[src/rtl/timer_arbiter.sv]
// Round-robin arbiter sharing one prescaled down-counter timer among NREQ requesters.
// The owner keeps the timer until its done pulse or a cancel, independent of later req changes.
module timer_arbiter #(
    parameter int NREQ = 4,
    parameter int W    = 8,
    parameter int M    = 10,
    parameter int PW   = 4
) (
    input  logic                clk,
    input  logic                reset,
    input  logic [NREQ-1:0]     req,
    input  logic [NREQ*W-1:0]   delay,
    input  logic                cancel,
    output logic [NREQ-1:0]     grant,
    output logic [NREQ-1:0]     done,
    output logic                busy,
    output logic [W-1:0]        count
);
    localparam int PTRW = (NREQ > 1) ? $clog2(NREQ) : 1;

    typedef enum logic [1:0] {IDLE, RUN, DONE} state_t;

    state_t            state;
    logic [PW-1:0]     presc;
    logic [PTRW-1:0]   rr_ptr;
    logic [PTRW-1:0]   owner;
    logic [PTRW-1:0]   win;
    logic [PTRW:0]     idx;
    logic              found;
    logic [NREQ-1:0]   win_oh;
    logic [W-1:0]      dsel;
    logic [PTRW-1:0]   rr_nxt;
    logic              tick;

    // Scan requesters starting at rr_ptr; idx never exceeds 2*NREQ-2, so one subtraction wraps it.
    always_comb begin
        found = 1'b0;
        win   = '0;
        idx   = '0;
        for (int k = 0; k < NREQ; k++) begin
            idx = {1'b0, rr_ptr} + (PTRW+1)'(k);
            if (idx >= (PTRW+1)'(NREQ))
                idx = idx - (PTRW+1)'(NREQ);
            if (!found && req[idx[PTRW-1:0]]) begin
                found = 1'b1;
                win   = idx[PTRW-1:0];
            end
        end
    end

    assign win_oh = NREQ'(1) << win;
    assign dsel   = delay[int'(win)*W +: W];
    assign rr_nxt = (owner == PTRW'(NREQ-1)) ? '0 : owner + PTRW'(1);
    assign tick   = (presc == PW'(M-1));
    assign busy   = (state != IDLE);

    always_ff @(posedge clk or posedge reset) begin
        if (reset) begin
            state  <= IDLE;
            grant  <= '0;
            done   <= '0;
            count  <= '0;
            presc  <= '0;
            rr_ptr <= '0;
            owner  <= '0;
        end else begin
            case (state)
                IDLE: begin
                    done  <= '0;
                    presc <= '0;
                    if (found) begin
                        grant <= win_oh;
                        owner <= win;
                        count <= dsel;
                        if (dsel == '0) begin
                            state <= DONE;
                            done  <= win_oh;
                        end else begin
                            state <= RUN;
                        end
                    end else begin
                        grant <= '0;
                    end
                end
                RUN: begin
                    if (cancel) begin
                        state  <= IDLE;
                        grant  <= '0;
                        count  <= '0;
                        presc  <= '0;
                        rr_ptr <= rr_nxt;
                    end else if (tick) begin
                        presc <= '0;
                        count <= count - W'(1);
                        // count is at least 1 while running, so this cannot underflow
                        if (count == W'(1)) begin
                            state <= DONE;
                            done  <= grant;
                        end
                    end else begin
                        presc <= presc + PW'(1);
                    end
                end
                DONE: begin
                    state  <= IDLE;
                    done   <= '0;
                    grant  <= '0;
                    count  <= '0;
                    presc  <= '0;
                    rr_ptr <= rr_nxt;
                end
                default: begin
                    state <= IDLE;
                    grant <= '0;
                    done  <= '0;
                    count <= '0;
                    presc <= '0;
                end
            endcase
        end
    end
endmodule

[config.mk]
export PLATFORM = sky130hd
export DESIGN_NAME = timer_arbiter
export DESIGN_NICKNAME = d
export VERILOG_FILES = /design/src/rtl/timer_arbiter.sv
export SDC_FILE = /design/constraint.sdc
export NUM_CORES = 1
export LEC_CHECK = 0
export ABC_AREA = 0
export BUFFER_PORTS_ARGS = -buffer_cell sky130_fd_sc_hd__buf_2
export CORE_ASPECT_RATIO = 0.8
export CORE_MARGIN = 2
export CORE_UTILIZATION = 52
export CTS_BUF_LIST = sky130_fd_sc_hd__clkbuf_2
export CTS_CLUSTER_SIZE = 10
export DETAILED_ROUTE_END_ITERATION = 7
export PLACE_DENSITY = 0.82
export SLEW_MARGIN = 20
export SYNTH_ARGS = -nofsm -noshare
export SYNTH_HDL_FRONTEND = slang
export SYNTH_SLANG_ARGS = --single-unit
export TNS_END_PERCENT = 100
[constraint.sdc]
create_clock -name clk -period 2.3 [get_ports clk]
set_input_delay 0.23 -clock clk [delete_from_list [all_inputs] [get_ports clk]]
set_output_delay 0.23 -clock clk [all_outputs]
set_load 0.01 [all_outputs]
Yosys cells after proc, flatten, opt, wreduce, memory -nomap -nowiden
Index checks and enable logic that the tools add are counted.
W data, S select, Z words.
{"block": "totals", "mem_count": 0, "out_inout_bits": 17, "input_bits": 39, "ram_bits": 0, "register_bits": 26, "mem_bits_ro": 0, "latchBits": 0}
{"block": "op_classes", "bitwise": 0, "div": 0, "order_cmp": 8, "n_eq_ne": 12, "muxes": 45, "n_shift": 2, "multipliers": 0, "add_sub_neg": 10, "reduce_logical": 15}
{"operator": "$mux W4", "count": 10}
{"operator": "$shiftx A32 B6 Y8", "count": 1}
{"operator": "$mux W2", "count": 15}
{"operator": "$mux W8", "count": 3}
{"operator": "$pmux W4 S2", "count": 2}
{"operator": "$pmux W8 S2", "count": 1}
{"operator": "$lt A2 B3 Y1 const B", "count": 4}
{"operator": "$ne A2 B2 Y1 const B", "count": 5}
{"operator": "$ge A3 B3 Y1 const B", "count": 3}
{"operator": "$bmux W1 S2", "count": 4}
{"operator": "$eq A8 B1 Y1 const B", "count": 1}
{"operator": "$logic_not A8 Y1", "count": 1}
{"operator": "$mux W1", "count": 8}
{"operator": "$pmux W2 S2", "count": 2}
{"operator": "$sub A2 B1 Y2 const B", "count": 4}
{"operator": "$sub A8 B1 Y8 const B", "count": 1}
{"operator": "$add A2 B2 Y3 const B", "count": 2}
{"operator": "$ne A3 B3 Y1 const B", "count": 2}
{"operator": "$reduce_and A2 Y1", "count": 3}
{"operator": "$reduce_and A3 Y1", "count": 2}
{"operator": "$add A4 B1 Y4 const B", "count": 1}
{"operator": "$eq A2 B2 Y1 const B", "count": 2}
{"operator": "$eq A4 B4 Y1 const B", "count": 1}
{"operator": "$reduce_bool A2 Y1", "count": 2}
{"operator": "other kinds (8)", "count": 12}

Depth between registers and ports, before layout
Gate-level depths: netlist of the first run.
{"block": "logic_depth", "word_depth": 19, "mapped_depth": 9}

Least setup slack after synthesis of the first run
OpenSTA, ideal clock, no wires.
{"block": "synth_timing", "path_type": "register -> register", "startpoint": "register rr_ptr[0]", "endpoint": "register done[1]", "path_slack_ns": 0.223, "stages_incl_launch_ff": 10, "path_buffers": 1, "arrival_ns": 1.950, "required_time_ns": 2.173, "period_less_slack_ns": 2.077, "path_cell_list": "dfrtp_1 > nand2b_1 > nor2b_1 > o22a_2 > buf_8 > mux2i_1 > mux2_2 > nand4_2 > nor4_4 > a221o_2"}
{"block": "synth_via", "elab_chain_cells": 19, "word_cells_on_any_way": 43, "classes_between": "add/sub: 7; order compare: 4; shift: 2; mux: 23; reduce/logical: 7"}
{"element": "start: declaration", "line": "25", "source": "logic [PTRW-1:0] rr_ptr;"}
{"element": "start signal: assignment", "line": "91", "source": "rr_ptr <= rr_nxt;"}
{"element": "start signal: assignment", "line": "110", "source": "rr_ptr <= rr_nxt;"}
{"element": "branches (longest 17 deep; another with $add A2 B1 Y3)"}
{"element": "$mux W4 (*)", "line": "71", "source": "if (found) begin"}
{"element": "$pmux W4 S2 (*)", "line": "67", "source": "case (state)"}
{"element": "end signal: assignment", "line": "77", "source": "done <= win_oh;"}
{"element": "end signal: assignment", "line": "98", "source": "done <= grant;"}
{"element": "end: declaration", "line": "15", "source": "output logic [NREQ-1:0] done,"}
Mark *: on every way between the ends. The select of a mux whose other input is x is not followed.
A chain may end at the register's enable or synchronous reset.

Worst setup path in the final report of the first run
{"block": "layout_timing", "startpoint": "register rr_ptr[0]", "endpoint": "register done[0]"}
Same word-level chain as after synthesis.

==> summary.txt, run 1 <==
Status: finished with violations
Failing checks: setup timing
Synth Area in Compound Gates: 19.3%
Mux cell area share after synthesis: 13.5%
RSZ-0062 raised after global routing: yes
Starting DRT DRC Count: 108
CTS buffer count: 3
Synth Area in Simple Gates: 18.5%
Final hold vios: 0
Family with the most delay on the worst path: simple AND/OR/NAND/NOR gates
WL per Instance: 13.8 um
Die X: 68.0 um
Clock Pin Slew Worst Setup and Hold Paths: 0.25 ns
DRT Pass-1 Iters: 6
Final HPWL DP: 2.95 mm
Setup WS post-layout: -0.00380 ns
Drt drc: 0
Syn_area_per_cell: 9.57 um2
CTS max path bufs: 2
Htree depth: 1
Crit path arrival time: 2.62 ns
Final WL: 3.93 mm
Post-synth cell types: 46
Final Cycle Share: 100%
Std-Cell Rows: 18
Synth area leaders: dfrtp_1 38%, mux2i_1 8.2%, mux2_2 5.3%, nand2_1 4.8%, ha_1 3.7%
Synth Area in Adders: 3.67%
Number of enable flip-flop cells after synthesis: 0
Largest net degree at the start of global routing: 27
Root Driver: clkbuf_2
Cell Area, Synth: 1700 um2
DR vias/cell: 5.63
Actual slew at the worst max-slew pin: 0.544 ns
Critical path cell sequence: nand2b_4 > nor2b_1 > o22a_2 > buf_12 > mux2i_1 > mux2_2 > nand4_4 > nor4_4 > a221o_1
ANT cells: 0
Top_reg_cell synth: dfrtp_1
Post-placement cell area: 2080 um2
Peak Freq: 0.434 GHz
Cells after Synth: 178
Post-synthesis sequential area ratio: 38.2%
CP Capture Type: flop
Core area: 3110 um2
Pre-CTS setup slack: 0.0556 ns
TritonCTS clock tree: yes
Crit Path Class: reg2reg
Post-placement cell count: 277
Synth warnings: 0
Largest stage delay on the critical path: 0.48 ns
Gpl congestion: 0.804
Non-filler cells, final: 285
Post-synth net total: 222
Die Area: 3750 um2
Share of the synthesized area in the top cell type: 38.2%
CP max stage cell: dfrtp_1
Power Total: 2680 uW
Final min period: 2.30 ns
XOR/XNOR share of the synthesized area: 2.57%
Synthesized flop and latch total: 26
GRT Total Usage: 22.3%
Area delta synth->final: 29.5%
GRT overflow: 0
Slew Viols, Final: 0
Starting Density: 54.8%
Crit Path Max Fanout: 8
Vias in the first global route: 1487
FFs w/ async S/R, synth: 100%
Final setup violation count: 2
CP bufs+invs: 1
Worst VDD drop: 0.000667 V
Slew headroom: 63.6%
CP Launch Type: flop
Yosys top cell by area: dfrtp_1
Worst Skew: 0.00841 ns
I/O Buffers: 55
Max-cap violations: 0
Pleak: 0.00117 uW
TritonCTS sink count: 26
Nets: 290
PwrDens: 1220 nW/um2
Setup TNS: -0.00570 ns
IO Pins: 56
Die extent in y: 55.2 um
First-pass GRT wire length: 6.20 mm
Main combinational cell family by area after synthesis: compound AO/OA/AOI/OAI gates
Vias: 1605
Worst skew pair latency: 0.35 ns
Design Area, Final: 2200 um2
Antenna Violating Nets Remaining: 0
Data required, critical path: 2.61 ns
Initial antenna violation count: 0
Share of cells above drive strength 1: 37.1%
Hold Path Class: in2reg
cell type report:
type                            instances  area [um2]
Multi-Input combinational cell        139        1010
Timing Repair Buffer                   68         418
Inverter                                8        30.0
Fill cell                             240         903
Sequential cell                        26         651
Clock buffer                            3        15.0
Tap cell                               40        50.0
Clock inverter                          1        30.0
placed cells by master, fill, tap and decap left out, types with 2 or more instances in the layout:
cell type	n
nand3b_1	2
o22ai_1	4
buf_4	9
mux2_4	4
a21o_1	5
clkbuf_2	3
mux2_2	4
nor2_1	15
a211oi_1	2
a22o_1	6
o21ai_0	8
a221o_2	2
ha_1	5
a21oi_1	6
mux2i_1	14
nand2_1	22
nor3_1	4
dfrtp_1	26
xor2_1	3
buf_12	2
and2b_2	2
inv_1	8
buf_2	55
a221o_1	2
nand3_1	5
xnor2_1	2
nor2b_1	2
report_power, final:
part,switching [uW],internal [uW]
Combinational,797,790
Clock,139,150
Sequential,173,636
logic make-up (layout without fill, tap and decap cells):
logic type                 count (synthesis)  in the layout
and+or+nand+nor                           62             62
AOI/OAI and AO/OA                         45             45
DFF                                       26             26
muxes                                     22             22
buffers and inverters                     13             80
adders and majority gates                  5              5
xor gates and xnor gates                   5              5
cells in the mapped netlist, types with 2 or more instances:
master    instances
a22o_1            6
a21o_1            5
nor2_1           15
and2b_2           2
a221o_1           2
nand2b_1          2
xor2_1            3
mux2i_1          14
nand2_1          22
nor3_1            4
dfrtp_1          26
a211oi_1          2
a21oi_1           6
o21ai_0           8
inv_1             8
nor2b_1           2
xnor2_1           2
nand3b_1          2
a221o_2           2
o22ai_1           4
nand3_1           5
mux2_2            8
ha_1              5
through the flow:
stage	hold slack (ns)	utilization (%)
finish	0.386	70.9
global route	0.381	70.9
CTS	0.326	68.6
detailed placement	0.295	66.9
global placement	0.292	66.9
floorplan	0.270	-
path summary, 6_finish.rpt:
kind                       startpoint   endpoint  slack [ns]  cells past startpoint
setup reg to reg            rr_ptr[0]    done[0]      -0.004                      9
hold / removal                 cancel    done[3]        0.39                      3
max in group asynchronous       reset   state[1]        1.65                      4
setup / recovery            rr_ptr[0]    done[0]      -0.004                      9
hold reg to reg              owner[0]  rr_ptr[0]        0.51                      1
min in group asynchronous       reset    done[2]        0.41                      4
tightest hold or removal path, cell delays in order:
cell	delay [ns]
buf_2	0.11
o31a_2	0.23
a221o_2	0.16
state kept, by name, summed over array words and instances (netlist names):
signal,cells
count,8
presc,4
grant,4
rr_ptr,2
owner,2
state,2
done,4
layer usage:
layer	vias up	wire length (um)	share of wire, %	global-route usage [%]
met3	6	359	9.1	5.26
met2	78	1790	45	39.2
li1	779	-	-	-
met1	742	1740	44	27.5
met5	-	0	0	0
met4	0	42	1.1	6.67
timing repair:
action	in CTS	in global routing
hold endpoints to repair	26	0
setup endpoints to repair	0	6
buffers inserted	0	3
hold buffers	1	0
resized for setup	0	6
No activity file was read; power rests on OpenSTA's default activity.
==> run 2, diff against run 1 <==
- CORE_UTILIZATION: 52 -> 39
- PLACE_DENSITY: 0.82 -> 0.64
==> summary.txt, run 2 (synthesis gave the netlist of run 1 again) <==
Register area: 651 um2
Clock share of power: 11.1%
Gpl congestion: 0.871
PwrDens: 1210 nW/um2
DR vias/cell: 5.31
Worst Skew: 0.00233 ns
Crit Path Max Fanout: 6
Final setup violation count: 0
Final HPWL DP: 3.20 mm
Die extent in y: 63.1 um
Gate power share: 59.5%
Clock Pin Slew Worst Setup and Hold Paths: 0.25 ns
Post-placement cell count: 295
Final Cycle Share: 96.5%
Most frequent cells in the layout: 56 x buf_2, 26 x dfrtp_1, 22 x nand2_1
Switch share: 41.6%
Hold Path Class: in2reg
Largest stage delay on the critical path: 0.45 ns
Worst VDD drop: 0.000481 V
Reg2Reg Depth: 8
Status: complete, no violations
Core Util, Final: 52.7%
ANT cells: 0
Multi-input gate area: 1010 um2
Nets: 292
Root Driver: clkbuf_2
Starting DRT DRC Count: 65
Final WL: 4.22 mm
Pleak: 0.00117 uW
Share of cells above drive strength 1: 37.7%
IO Pins: 56
Die Area: 4910 um2
Hold Path Depth: 5
Crit path arrival time: 2.52 ns
Slew Viols, Final: 0
Non-filler cells, final: 304
Design Area, Final: 2200 um2
Crit Path Class: reg2reg
GRT Total Usage: 17.4%
Family with the most delay on the worst path: compound AO/OA/AOI/OAI gates
Critical path depth: 8
Initial antenna violation count: 0
Top reg by flops: count
Fraction of power consumed by sequential logic: 29.4%
R2R Setup Slk: 0.08 ns
CP Launch Type: flop
Std-Cell Rows: 21
CTS buffer count: 3
Power Total: 2670 uW
Die X: 77.9 um
TritonCTS sink count: 26
Peak Freq: 0.451 GHz
First-pass GRT wire length: 6.98 mm
Data required, critical path: 2.60 ns
RSZ-0062 raised after global routing: yes
Largest net degree at the start of global routing: 27
Slew headroom: 62.0%
Final hold vios: 0
Vias: 1614
Fillcell total: 393
Pint: 1560 uW
I/O Buffers: 55
GRT overflow: 0
CP max stage cell: dfrtp_1
Core area: 4180 um2
Commonest non-fill, non-tap cell in the layout: buf_2
DRT Pass-1 Iters: 4
Htree depth: 1
Worst skew pair latency: 0.37 ns
Post-placement cell area: 2090 um2
Starting Density: 40.8%
Antenna Violating Nets Remaining: 0
Net Sw Power: 1110 uW
CP Capture Type: flop
Vias in the first global route: 1582
Area delta synth->final: 29.4%
Worst hold margin: 0.356 ns
Max-cap violations: 0
Final min period: 2.22 ns
Drt drc: 0
Max FFs per register: 8
CP bufs+invs: 1
WL per Instance: 13.9 um
TritonCTS clock tree: yes
Critical path cell sequence: nand2b_4 > a21oi_1 > a211oi_2 > buf_4 > mux2_4 > nand4_2 > nor4_4 > a221o_2
CTS max path bufs: 2
Actual slew at the worst max-slew pin: 0.568 ns
## run 2: area by class of cell
type	count	area share, %
inverters	8	1.36
multi-input cells	139	45.7
repair buffers	70	18.2
clock buffers	3	0.681
well taps	57	3.24
clock inverters	1	1.36
flip-flops and latches	26	29.5
## run 2: path summary, 6_finish.rpt
| kind | start | end |
|---|---|---|
| max | rr_ptr[0] | done[1] |
| min | req[2] | owner[0] |
| max reg2reg | rr_ptr[0] | done[1] |
| min reg2reg | owner[0] | rr_ptr[0] |
| max in group asynchronous | reset | owner[0] |
| min in group asynchronous | reset | count[6] |
## run 2: power by group through the flow
stage	sequential [uW]	combinational [uW]	clock (uW)
finish	786	1590	296
global route	815	1750	323
CTS	786	1500	304
detailed placement	794	1490	0
global placement	799	1470	0
floorplan	846	978	0
## run 2: repair_timing
item	in CTS	in global routing
resized for setup	0	7
hold buffers	1	0
endpoints found under the hold margin	26	0
buffers inserted	0	4
endpoints found under the setup margin	0	6
## run 2: tightest hold or removal path, cell delays in order
cell and delay [ns]:
buf_2 0.10, inv_1 0.10, a31oi_1 0.15, nand2_1 0.08
nand2_1 0.05
## run 2: metrics by stage
step / setup TNS (ns) / worst slack, ns
2_1_floorplan: 0 / 0.223
3_3_place_gp: 0 / 0.0913
3_5_place_dp: 0 / 0.0513
4_1_cts: 0 / 0.00909
5_1_grt: -0.370 / -0.0838
6_report: 0 / 0.0803
## run 2: routing by layer
metal,vias up,share of wire (%),GRT usage (%)
li1,783,-,-
met1,767,49,23.6
met2,58,44,28.1
met3,6,6.4,3.72
met4,0,1.1,4.69
met5,-,0,0
